### src/rtl/alu_arb_if.sv
// Bus bundle for alu_arb: two requester handshakes, their response strobes,
// and the shared-ALU operand/result signals.
interface alu_arb_if #(
    parameter int W = 8
);
    logic         req0_valid;
    logic         req1_valid;
    logic         req0_ready;
    logic         req1_ready;
    logic [W-1:0] req0_a;
    logic [W-1:0] req0_b;
    logic [W-1:0] req1_a;
    logic [W-1:0] req1_b;
    logic [2:0]   req0_op;
    logic [2:0]   req1_op;
    logic         resp0_valid;
    logic         resp1_valid;
    logic [W-1:0] resp0_data;
    logic [W-1:0] resp1_data;
    logic [W-1:0] alu_src_a;
    logic [W-1:0] alu_src_b;
    logic [2:0]   alu_c;
    logic [W-1:0] alu_data_out;

    // Requesters plus the external ALU.
    modport master (
        output req0_valid, req1_valid, req0_a, req0_b, req1_a, req1_b,
               req0_op, req1_op, alu_data_out,
        input  req0_ready, req1_ready, resp0_valid, resp1_valid,
               resp0_data, resp1_data, alu_src_a, alu_src_b, alu_c
    );

    // The arbiter.
    modport slave (
        input  req0_valid, req1_valid, req0_a, req0_b, req1_a, req1_b,
               req0_op, req1_op, alu_data_out,
        output req0_ready, req1_ready, resp0_valid, resp1_valid,
               resp0_data, resp1_data, alu_src_a, alu_src_b, alu_c
    );
endinterface

### src/rtl/alu_arb.sv
// Two-requester arbiter in front of a shared combinational ALU (IDLE->EXEC->RESP).
// Define ALU_ARB_FIXED_PRIO_EN for fixed priority (req0 wins); default is round-robin.
module alu_arb #(
    parameter int W = 8
) (
    input logic     clk,
    input logic     rst,
    alu_arb_if.slave bus
);
    typedef enum logic [1:0] {
        IDLE,
        EXEC,
        RESP
    } state_t;

    state_t       state;
    logic         winner;
    logic [W-1:0] a_q;
    logic [W-1:0] b_q;
    logic [2:0]   op_q;
    logic         resp0_valid_q;
    logic         resp1_valid_q;
    logic [W-1:0] resp0_data_q;
    logic [W-1:0] resp1_data_q;
    logic         gnt0;
    logic         gnt1;

`ifdef ALU_ARB_FIXED_PRIO_EN
    always_comb begin
        gnt0 = bus.req0_valid;
        gnt1 = bus.req1_valid & ~bus.req0_valid;
    end
`else
    // last_grant = 1 means req1 was served last, so req0 wins the next tie.
    logic last_grant;

    always_comb begin
        gnt0 = bus.req0_valid & (~bus.req1_valid | last_grant);
        gnt1 = bus.req1_valid & (~bus.req0_valid | ~last_grant);
    end
`endif

    assign bus.req0_ready  = ~rst & (state == IDLE) & gnt0;
    assign bus.req1_ready  = ~rst & (state == IDLE) & gnt1;
    assign bus.alu_src_a   = a_q;
    assign bus.alu_src_b   = b_q;
    assign bus.alu_c       = op_q;
    assign bus.resp0_valid = resp0_valid_q;
    assign bus.resp1_valid = resp1_valid_q;
    assign bus.resp0_data  = resp0_data_q;
    assign bus.resp1_data  = resp1_data_q;

    always_ff @(posedge clk) begin
        if (rst) begin
            state         <= IDLE;
            winner        <= 1'b0;
            a_q           <= '0;
            b_q           <= '0;
            op_q          <= '0;
            resp0_valid_q <= 1'b0;
            resp1_valid_q <= 1'b0;
            resp0_data_q  <= '0;
            resp1_data_q  <= '0;
`ifndef ALU_ARB_FIXED_PRIO_EN
            last_grant    <= 1'b1;
`endif
        end else begin
            case (state)
                IDLE: begin
                    if (gnt0 | gnt1) begin
                        winner <= gnt1;
                        a_q    <= gnt1 ? bus.req1_a  : bus.req0_a;
                        b_q    <= gnt1 ? bus.req1_b  : bus.req0_b;
                        op_q   <= gnt1 ? bus.req1_op : bus.req0_op;
                        state  <= EXEC;
                    end
                end
                // Result lands in the winner's data register together with its strobe.
                EXEC: begin
                    if (winner) begin
                        resp1_data_q  <= bus.alu_data_out;
                        resp1_valid_q <= 1'b1;
                    end else begin
                        resp0_data_q  <= bus.alu_data_out;
                        resp0_valid_q <= 1'b1;
                    end
                    state <= RESP;
                end
                RESP: begin
                    resp0_valid_q <= 1'b0;
                    resp1_valid_q <= 1'b0;
`ifndef ALU_ARB_FIXED_PRIO_EN
                    last_grant    <= winner;
`endif
                    state         <= IDLE;
                end
                default: state <= IDLE;
            endcase
        end
    end
endmodule

### src/flat_wrapper.sv
// flat-port wrapper written by rule: the top's interface ports become plain ports
module alu_arb_flat 
#(
    parameter int W = 8
)
  (clk, rst, bus_req0_valid, bus_req1_valid, bus_req0_a, bus_req0_b, bus_req1_a, bus_req1_b, bus_req0_op, bus_req1_op, bus_alu_data_out, bus_req0_ready, bus_req1_ready, bus_resp0_valid, bus_resp1_valid, bus_resp0_data, bus_resp1_data, bus_alu_src_a, bus_alu_src_b, bus_alu_c);
  alu_arb_if #(.W(W)) bus_i ();
  input logic clk;
  input logic rst;
  input wire logic [$bits(bus_i.req0_valid)-1:0] bus_req0_valid;
  input wire logic [$bits(bus_i.req1_valid)-1:0] bus_req1_valid;
  input wire logic [$bits(bus_i.req0_a)-1:0] bus_req0_a;
  input wire logic [$bits(bus_i.req0_b)-1:0] bus_req0_b;
  input wire logic [$bits(bus_i.req1_a)-1:0] bus_req1_a;
  input wire logic [$bits(bus_i.req1_b)-1:0] bus_req1_b;
  input wire logic [$bits(bus_i.req0_op)-1:0] bus_req0_op;
  input wire logic [$bits(bus_i.req1_op)-1:0] bus_req1_op;
  input wire logic [$bits(bus_i.alu_data_out)-1:0] bus_alu_data_out;
  output wire logic [$bits(bus_i.req0_ready)-1:0] bus_req0_ready;
  output wire logic [$bits(bus_i.req1_ready)-1:0] bus_req1_ready;
  output wire logic [$bits(bus_i.resp0_valid)-1:0] bus_resp0_valid;
  output wire logic [$bits(bus_i.resp1_valid)-1:0] bus_resp1_valid;
  output wire logic [$bits(bus_i.resp0_data)-1:0] bus_resp0_data;
  output wire logic [$bits(bus_i.resp1_data)-1:0] bus_resp1_data;
  output wire logic [$bits(bus_i.alu_src_a)-1:0] bus_alu_src_a;
  output wire logic [$bits(bus_i.alu_src_b)-1:0] bus_alu_src_b;
  output wire logic [$bits(bus_i.alu_c)-1:0] bus_alu_c;
  assign bus_i.req0_valid = bus_req0_valid;
  assign bus_i.req1_valid = bus_req1_valid;
  assign bus_i.req0_a = bus_req0_a;
  assign bus_i.req0_b = bus_req0_b;
  assign bus_i.req1_a = bus_req1_a;
  assign bus_i.req1_b = bus_req1_b;
  assign bus_i.req0_op = bus_req0_op;
  assign bus_i.req1_op = bus_req1_op;
  assign bus_i.alu_data_out = bus_alu_data_out;
  assign bus_req0_ready = bus_i.req0_ready;
  assign bus_req1_ready = bus_i.req1_ready;
  assign bus_resp0_valid = bus_i.resp0_valid;
  assign bus_resp1_valid = bus_i.resp1_valid;
  assign bus_resp0_data = bus_i.resp0_data;
  assign bus_resp1_data = bus_i.resp1_data;
  assign bus_alu_src_a = bus_i.alu_src_a;
  assign bus_alu_src_b = bus_i.alu_src_b;
  assign bus_alu_c = bus_i.alu_c;
  alu_arb #(.W(W)) u_core (.clk(clk), .rst(rst), .bus(bus_i));
endmodule
### config.mk
export PLATFORM = sky130hd
export DESIGN_NAME = alu_arb_flat
export DESIGN_NICKNAME = d
export VERILOG_FILES = /design/src/rtl/alu_arb_if.sv /design/src/rtl/alu_arb.sv /design/src/flat_wrapper.sv
export SDC_FILE = /design/constraint.sdc
export NUM_CORES = 1
export LEC_CHECK = 0
export CORE_ASPECT_RATIO = 0.9
export CORE_MARGIN = 2
export CORE_UTILIZATION = 40
export DETAILED_ROUTE_END_ITERATION = 16
export PLACE_DENSITY = 0.8
export SLEW_MARGIN = 20
export SYNTH_ARGS = -nofsm -noshare
export SYNTH_HDL_FRONTEND = slang
export SYNTH_SLANG_ARGS = --single-unit
### constraint.sdc
create_clock -name clk -period 1.37 [get_ports clk]
set_input_delay 0.274 -clock clk [delete_from_list [all_inputs] [get_ports clk]]
set_output_delay 0.274 -clock clk [all_outputs]
set_load 0.01 [all_outputs]
==> reports/qor.csv <==
metric;value;unit
Hold Vio Cnt, Final;0;
Final HPWL DP;3465;um
Pwr Density;1066;nW/um^2
Post-DP Area;2740;sq um
register area share after synthesis;46.16;%
DIE AREA;4995;sq um
Syn. warnings;0;
VDD IR-drop max;0.6417;mV
Slew Viols, Final;0;
Mapped Avg Cell Area;9.260;sq um
P_leak;1.359;nW
status;finished with violations;
clock transition at the registers of the reported paths;0.08;ns
Net count, final;340;
Worst-Skew Late Latency;0.30;ns
DRT Wirelength;5316;um
global-route wire length before repair;8162;um
Sink Count;41;
CTS buffer count;5;
Slew headroom;74.05;%
Post-Syn Nets;242;
CTS tree;yes;
First-pass DRT Iterations;4;
slowest CP cell;dfxtp_2;
critical path required time;1.10;ns
Post-Syn Area;1778;sq um
share of layout cells above drive strength 1;15.12;%
fin area;2952;sq um
die width;74.28;um
Core Box Area;4184;sq um
crit-path max cell delay;0.33;ns
initial antenna violation count;0;
type of the worst min-delay path;reg2reg;
die span in y;67.25;um
fin crit share;110.0;%
Yosys cell types;32;
drt drc;0;
GRT overflow;0;
CP cell instances;nor3_2 -> buf_4 -> and3_1 -> buf_2;
RD Place Congestion;0.7557;
Least-Margin Pin Slew;0.3893;ns
DR vias/cell;5.011;
failing checks;setup timing;
worst-path fanout max;2;
deepest clock path buffer count;2;
Synth Instances;192;
CP Class;reg2out;
average wire per standard cell;15.15;um
#FFs+latches synth;41;
CP Capture Type;output port;
CP arrival;1.23;ns
Iter 0 DRT Violations;67;
I/O pin total;89;
Post-DRT Antenna Nets;0;
DR vias;1759;
Max-Cap Viols;0;
worst slack, placed;-0.5888;ns
number of global-route vias before repair;1737;
port buffer count;88;
RSZ-0062 raised after global routing;true;
Inserted Diodes;0;
Tmin final;1.506;ns
clk_skew;0.005710;ns
Root Buffer;clkbuf_8;
Min Hold Slack;0.4641;ns
largest net degree at the start of global routing;41;
# setup viols final;2;
H-tree Lvls;2;
GRT Total Usage;21.92;%
fmax;0.6638;GHz
cell row count;22;
Non-Filler Instances;351;
fillers;344;
synth-to-layout area growth;66.01;%
crit start category;flip-flop;
cts hold-fix bufs;0;
final setup margin;-0.1364;ns
Placed Instances;338;
total power;0.003146;W
initial core utilization;42.49;%
==> through the flow <==
step	util, %	TNS (ns)
global route	70.54	-0.3268
finish	70.54	-0.2376
floorplan	-	0
CTS	69.44	-0.2120
detailed placement	65.49	-11.98
global placement	65.49	-11.82
==> worst max-delay path: cells and delay by family, from the launching register on <==
family	cells	cell delay (ns)
DFF	1	0.33
buffers and inverters	2	0.27
and+or+nand+nor	2	0.34
==> cell usage after synthesis, drive strengths merged <==
cell type  count  area [sq um]
dfxtp         41         820.8
nand2         41         156.4
nor2          19         73.82
mux2i         16         160.2
nand2b        15         93.84
a32oi         14         122.6
buf           13         108.8
a21oi          8         40.04
a311oi         5         43.79
clkbuf         2         7.510
nor2b          2         12.51
nor3           2         26.28
nor3b          2         20.02
a211o          1         8.760
a21bo          1         10.01
a21boi         1         11.26
a2bb2oi        1         8.760
and2           1         6.260
and2b          1         7.510
and3           1         6.260
inv            1         3.750
nand3b         1         7.510
o21bai         1         7.510
o31ai          1         7.510
or2            1         6.260
==> final timing paths <==
kind	start	endpoint	cells past startpoint	slack, ns
max	u_core.state[1]$_SDFFE_PP0P_	bus_req0_ready	4	-0.14
min	u_core.bus.alu_src_a[4]$_SDFFE_PP0P_	u_core.bus.alu_src_a[4]$_SDFFE_PP0P_	2	0.46
max reg2reg	u_core.state[1]$_SDFFE_PP0P_	u_core.bus.resp0_data[2]$_SDFFE_PP0P_	5	0.06
min reg2reg	u_core.bus.alu_src_a[4]$_SDFFE_PP0P_	u_core.bus.alu_src_a[4]$_SDFFE_PP0P_	2	0.46
==> power breakdown <==
group	internal, W	leakage (nW)	switching (W)
clock network	0.000594	0.0585	0.000410
logic	0.000431	0.963	0.000346
registers	0.00130	0.338	0.0000623
==> registers in the layout (all words and copies together) (netlist names) <==
name / flops
u_core.bus.alu_src_a: 8
u_core.bus.resp1_data: 8
u_core.bus.resp0_data: 8
u_core.state: 2
u_core.last_grant: 1
u_core.bus.alu_c: 3
u_core.bus.alu_src_b: 8
u_core.bus.resp1_valid: 1
u_core.winner: 1
u_core.bus.resp0_valid: 1
==> logic make-up (layout without fill, tap and decap cells) <==
family / Yosys count / count (layout) / synth area share [%]
DFF: 41 / 41 / 46.16
AOI/OAI and AO/OA: 33 / 33 / 14.64
buffers and inverters: 16 / 115 / 6.755
muxes: 16 / 16 / 9.008
and+or+nand+nor: 86 / 86 / 23.44
==> timing repair <==
action,in CTS,in global routing
resized for setup,54,12
setup endpoints to repair,63,29
setup buffers,8,0
gates cloned,1,0
pin swaps,4,1
==> cell type report <==
| class | instances | area, sq um | share of cell area, % |
|---|---|---|---|
| timing repair buffer | 106 | 1033 | 35.01 |
| multi-input combinational | 135 | 899.6 | 30.48 |
| sequential | 41 | 823.3 | 27.89 |
| clock buffer | 7 | 86.33 | 2.925 |
| tap | 60 | 75.07 | 2.543 |
| clock inverter | 1 | 30.03 | 1.017 |
| inverter | 1 | 3.754 | 0.1272 |
==> per-layer routing <==
metal | track usage, % | up-vias | wire, um | part of all wire [%]
met5 | 0 | - | 0 | 0
li1 | - | 857 | - | -
met2 | 39.17 | 49 | 2807 | 53
met1 | 24.88 | 846 | 2119 | 40
met4 | 7.366 | 0 | 74 | 1.4
met3 | 6.716 | 7 | 315 | 5.9
==> placed cells by master (no fill, tap or decap), types with 3 or more instances in the layout <==
cell	n
nand2_1	40
a32oi_1	11
dfxtp_1	39
clkdlybuf4s50_1	47
a311oi_1	3
a32oi_2	3
buf_6	4
clkbuf_8	6
buf_4	10
nand2b_1	15
buf_12	3
a21oi_1	8
dlygate4sd2_1	38
nor2_1	17
mux2i_1	16
No activity file was read; power rests on OpenSTA's default activity.
